**src/rtl/mips_fetch_stage.sv**
```systemverilog
// MIPS IF stage: PC, single-outstanding imem fetch, hold buffer, IF/ID register.
// Optional IF_PERF_CNT_EN adds perf_fetched / perf_stall counters.
module mips_fetch_stage #(
  parameter logic [31:0] RESET_PC = 32'h0000_3000
) (
  input  logic        clk,
  input  logic        rst,
  input  logic        en,
  input  logic        stall,
  input  logic        redirect_valid,
  input  logic [31:0] redirect_pc,
  output logic        imem_req,
  output logic [31:0] imem_addr,
  input  logic        imem_gnt,
  input  logic        imem_rvalid,
  input  logic [31:0] imem_rdata,
  output logic        ifid_valid,
  output logic [31:0] ifid_pc,
  output logic [31:0] ifid_instr,
  output logic [31:0] perf_fetched,
  output logic [31:0] perf_stall
);

  typedef enum logic [1:0] {
    IDLE = 2'd0,
    REQ  = 2'd1,
    WAIT = 2'd2,
    HOLD = 2'd3
  } state_t;

  state_t      state, state_n;
  logic [31:0] pc, pc_n;
  logic        drop, drop_n;
  logic        hold_v, hold_v_n;
  logic [31:0] hold_d, hold_d_n;
  logic        ifid_v_n;
  logic [31:0] ifid_pc_n;
  logic [31:0] ifid_instr_n;
  logic [31:0] pc_inc;
  logic        ifid_free;
  state_t      after_fetch;

  assign imem_req  = (state == REQ);
  assign imem_addr = pc;
  assign pc_inc    = pc + 32'd4;
  assign ifid_free = !ifid_valid || !stall;
  assign after_fetch = en ? REQ : IDLE;

  always_ff @(posedge clk) begin
    if (!rst) begin
      state      <= IDLE;
      pc         <= RESET_PC;
      drop       <= 1'b0;
      hold_v     <= 1'b0;
      hold_d     <= 32'd0;
      ifid_valid <= 1'b0;
      ifid_pc    <= 32'd0;
      ifid_instr <= 32'd0;
    end else begin
      state      <= state_n;
      pc         <= pc_n;
      drop       <= drop_n;
      hold_v     <= hold_v_n;
      hold_d     <= hold_d_n;
      ifid_valid <= ifid_v_n;
      ifid_pc    <= ifid_pc_n;
      ifid_instr <= ifid_instr_n;
    end
  end

  always_comb begin
    state_n      = state;
    pc_n         = pc;
    drop_n       = drop;
    hold_v_n     = hold_v;
    hold_d_n     = hold_d;
    ifid_v_n     = ifid_valid && stall;
    ifid_pc_n    = ifid_pc;
    ifid_instr_n = ifid_instr;
    if (redirect_valid) begin
      // Redirect overrides everything, even a stalled IF/ID.
      ifid_v_n = 1'b0;
      hold_v_n = 1'b0;
      pc_n     = redirect_pc & ~32'h3;
      unique case (state)
        IDLE: state_n = en ? REQ : IDLE;
        REQ: begin
          if (imem_gnt) begin
            state_n = WAIT;
            drop_n  = 1'b1;
          end
        end
        WAIT: begin
          if (imem_rvalid) begin
            state_n = REQ;
            drop_n  = 1'b0;
          end else begin
            drop_n  = 1'b1;
          end
        end
        HOLD: state_n = REQ;
        default: state_n = IDLE;
      endcase
    end else begin
      unique case (state)
        IDLE: begin
          if (en) state_n = REQ;
        end
        REQ: begin
          if (imem_gnt) state_n = WAIT;
        end
        WAIT: begin
          if (imem_rvalid) begin
            if (drop) begin
              drop_n  = 1'b0;
              state_n = after_fetch;
            end else if (ifid_free) begin
              ifid_v_n     = 1'b1;
              ifid_pc_n    = pc;
              ifid_instr_n = imem_rdata;
              pc_n         = pc_inc;
              state_n      = after_fetch;
            end else begin
              hold_v_n = 1'b1;
              hold_d_n = imem_rdata;
              state_n  = HOLD;
            end
          end
        end
        HOLD: begin
          if (!stall) begin
            ifid_v_n     = 1'b1;
            ifid_pc_n    = pc;
            ifid_instr_n = hold_d;
            hold_v_n     = 1'b0;
            pc_n         = pc_inc;
            state_n      = after_fetch;
          end
        end
        default: state_n = IDLE;
      endcase
    end
  end

`ifdef IF_PERF_CNT_EN
  logic load;
  logic stalled;

  // A load is a live IF/ID next cycle that is not just a held entry.
  assign load    = ifid_v_n && !(ifid_valid && stall);
  assign stalled = ifid_valid && stall;

  always_ff @(posedge clk) begin
    if (!rst) begin
      perf_fetched <= 32'd0;
      perf_stall   <= 32'd0;
    end else begin
      perf_fetched <= perf_fetched + {31'd0, load};
      perf_stall   <= perf_stall + {31'd0, stalled};
    end
  end
`else
  assign perf_fetched = 32'd0;
  assign perf_stall   = 32'd0;
`endif

endmodule

```
**config.mk**
```make
export PLATFORM = sky130hd
export DESIGN_NAME = mips_fetch_stage
export DESIGN_NICKNAME = d
export VERILOG_FILES = /design/src/rtl/mips_fetch_stage.sv
export SDC_FILE = /design/constraint.sdc
export NUM_CORES = 1
export LEC_CHECK = 0
export CAP_MARGIN = 10
export CORE_MARGIN = 1.5
export CORE_UTILIZATION = 40
export DETAILED_ROUTE_END_ITERATION = 8
export PLACE_DENSITY_LB_ADDON = 0.15
export SLEW_MARGIN = 10
export SYNTH_ARGS = -nofsm -noshare
export SYNTH_HDL_FRONTEND = slang
export SYNTH_SLANG_ARGS = --single-unit
export TNS_END_PERCENT = 10
```
**constraint.sdc**
```tcl
create_clock -name clk -period 2.7 [get_ports clk]
set_input_delay 0.405 -clock clk [delete_from_list [all_inputs] [get_ports clk]]
set_output_delay 0.405 -clock clk [all_outputs]
set_load 0.05 [all_outputs]
```
==> key figures <==
Outcome
  • Status: completed

Logic synthesis
  • Post-Syn Area: 5962 µm²
  • Synth top area cells: dfxtp_1, buf_4, nand2_1
  • Share of the synthesized area in the top cell type: 42.98%
  • EDFF count, synth: 0
  • Area leader, netlist: dfxtp_1
  • Proportion of synthesized area in mux cells: 5.708%
  • Prevailing post-synth register cell: dfxtp_1
  • Ys async rst share: 0%
  • Largest family of logic cells by synthesized area: simple AND/OR/NAND/NOR gates
  • Seq/Total Area, Yosys: 42.98%
  • Post-Synth XOR/XNOR Area: 3.966%
  • Post-synthesis simple-gate area fraction: 17.71%
  • Synth Register Bits: 128
  • Compound-Gate Fraction of Synth Area: 15.80%
  • Total of warnings raised by yosys: 0
  • Synthesized instance count: 721
  • Syn_area_per_cell: 8.269 µm²
  • Synth Area in Adders: 1.259%
  • Synth unique cells: 44

Cells and area
  • Multi-input logic area: 2915 µm²
  • Antenna cells: 0
  • Register area: 2562 µm²
  • Final nets: 942
  • FILL cells: 1351
  • Share of cells above drive strength 1: 5.251%
  • Layout area overhead: 35.32%

Detailed routing
  • Routed WL: 15.23 mm
  • Via/cell ratio: 4.962
  • Total number of vias: 5260
  • Post-DRT Antenna Nets: 0
  • DRT iter0 DRCs: 340
  • Avg WL per Cell: 14.37 µm
  • Drt pass-1 iters: 5
  • DRC Markers: 0

Power
  • Clock power frac: 43.5%
  • P_int: 0.003627 W
  • Comb power frac: 16.6%
  • PD cells: 624.8 nW/µm²
  • Register share of total power: 39.9%
  • Leak pwr: 2.716 nW
  • Sw power: 0.001414 W
  • Worst IR Drop VDD: 383.8 µV
  • Sw Share: 28.05%

Die
  • Chip width: 125.1 µm
  • # rows: 44
  • Initial Util: 41.02%
  • Die area: 15650 µm²
  • IO Pins: 233
  • Core Box Area: 14530 µm²
  • Die height: 125.1 µm

Clock network
  • CTS tree: yes
  • Setup bufs post-CTS: 0
  • Post-CTS sizing: 0
  • Post-CTS Hold Buffers: 0
  • Htree depth: 4
  • Root buf cell: clkbuf_16
  • Clk sinks: 128
  • Clk Latency, worst-skew pair: 0.41 ns
  • Clk slew on worst S/H paths: 0.05 ns
  • Clk buf depth: 2
  • CTS Buf Count: 17

Critical path
  • Critical path class: flop to flop
  • Reg-to-Reg Start: state[0]$_SDFFE_PN0P_
  • CP max FO: 30
  • WP data arrival: 2.72 ns
  • Startpoint Class: flop
  • Crit path launch: state[0]$_SDFFE_PN0P_
  • Critical path data required time: 3.04 ns
  • Crit end category: flop

Placement
  • HPWL Detailed: 10.51 mm
  • Buffers added on ports: 162
  • RD Place Congestion: 0.8581
  • Pre-CTS WS: 0.2219 ns

STA
  • Hold_ws: 0.4504 ns
  • Post-route setup slack: 0.3210 ns
  • Period utilization: 88.11%
  • Slew Viols, Final: 0
  • Fmax: 0.4203 GHz
  • Hold Vio Cnt, Final: 0
  • Min Tclk post-route: 2.379 ns
  • Slew headroom: 58.48%
  • Setup TNS: 0 ns
  • Actual slew at the worst max-slew pin: 0.6228 ns
  • RSZ-0062 raised after global routing: no
  • Final Setup Violations: 0
  • Layout Skew: 0.006621 ns

Global routing
  • Vias in the first global route: 4836
  • GRT Residual Overflow: 0
  • All-layer global routing usage: 18.95%
  • First-pass GRT wire length: 24.05 mm
  • Largest net degree at the start of global routing: 79
  • Antenna violations before repair: 0

Min path
  • Worst Hold Class: flop to flop
  • Hold path start: hold_d[4]$_SDFFE_PN0P_

Flow run
  • # Max-Cap Violations: 0
-- state kept, by name, indices dropped and copies added, names as in the netlist --
name / flops
hold_d: 32
drop: 1
ifid_pc: 30
state: 2
ifid_instr: 32
imem_addr: 30
ifid_valid: 1
-- power by group through the flow --
stage | registers (W) | logic, W | clock network [W]
2_1_floorplan | 0.00220 | 0.000491 | 0
3_3_place_gp | 0.00205 | 0.000826 | 0
3_5_place_dp | 0.00205 | 0.000834 | 0
4_1_cts | 0.00201 | 0.000839 | 0.00224
5_1_grt | 0.00202 | 0.000883 | 0.00231
6_report | 0.00201 | 0.000837 | 0.00219
-- worst max-delay path: stages (launching register included) --
cell,delay [ns]
dfxtp_1,0.43
inv_1,0.12
ha_1,0.29
nand3b_1,0.13
o22a_1,0.24
buf_4,0.25
or2_2,0.55
nand2_1,0.12
a21oi_1,0.16
-- worst paths after layout --
path / cells after the start / endpoint / slack, ns
worst max register to register: 8 / ifid_pc[16]$_SDFFE_PN0P_ / 0.32
worst min-delay path: 2 / hold_d[4]$_SDFFE_PN0P_ / 0.45
worst min register to register: 2 / hold_d[4]$_SDFFE_PN0P_ / 0.45
worst max-delay path: 8 / ifid_pc[16]$_SDFFE_PN0P_ / 0.32
-- metrics by stage --
stage / area, µm² / total power [W] / cells / util (%)
2_1_floorplan: 6213 / 0.002687 / 788 / -
3_3_place_gp: 7503 / 0.002872 / 1030 / 51.63
3_5_place_dp: 7503 / 0.002884 / 1030 / 51.63
4_1_cts: 8068 / 0.005090 / 1060 / 55.51
5_1_grt: 8068 / 0.005215 / 1060 / 55.51
6_report: 8068 / 0.005041 / 1060 / 55.51
-- cell usage in the layout (no fill, tap or decap), drive strengths merged, types with 2 or more instances in the layout --
master and count:
and3 5, bufinv 2, o21a 2, clkinv 3, nor2 39, xnor2 26, and4 4, mux2i 34
clkbuf 24, a211oi 33, nand4 4, buf 13, nor3 9, conb 68, nor4b 6, a31oi 2
a21oi 92, nand2 138, inv 7, nand3 7, or3 2, o21ai 31, nor4 9, nand3b 2
dfxtp 128, ha 6, nand2b 2, nor3b 3, clkdlybuf4s50 162, nor2b 2
-- synth_stat cells (2+ instances only) --
| cell | instances |
|---|---|
| nand2_1 | 138 |
| dfxtp_1 | 128 |
| a21oi_1 | 92 |
| buf_4 | 69 |
| nor2_1 | 39 |
| mux2i_1 | 34 |
| a211oi_1 | 33 |
| clkbuf_1 | 33 |
| o21ai_0 | 31 |
| xnor2_1 | 26 |
| buf_2 | 11 |
| nor3_1 | 9 |
| nor4_1 | 9 |
| ha_1 | 6 |
| inv_1 | 6 |
| nand3_1 | 6 |
| and3_1 | 5 |
| nor4b_1 | 5 |
| and4_1 | 4 |
| nand4_1 | 4 |
| buf_1 | 3 |
| nor3b_1 | 3 |
| a31oi_1 | 2 |
| nand2b_1 | 2 |
| nand3b_1 | 2 |
| nor2b_1 | 2 |
| o21a_1 | 2 |
-- kinds of logic (layout without fill, tap and decap cells) --
logic type	Yosys count	after routing
adders and majority gates	6	6
and+or+nand+nor	235	235
buffers and inverters	124	212
other	1	68
AOI/OAI and AO/OA	166	166
muxes	34	34
xor gates and xnor gates	27	27
DFF	128	128
-- metal layers --
metal / part of all wire (%) / GRT usage (%) / vias up
met2: 48 / 30.76 / 176
met3: 7.9 / 6.975 / 18
met4: 1.8 / 7.219 / 0
li1: - / - / 2622
met1: 42 / 22.94 / 2444
met5: 0 / 0 / -
-- area by class of cell --
cell class,count,share of cell area (%)
multi-input combinational,536,36.14
sequential,128,31.76
timing repair buffer,175,21.93
clock buffer,24,5.971
tap,184,2.854
clock inverter,6,1.024
inverter,7,0.3257
Note: power is estimated with default switching activity, not from simulation.
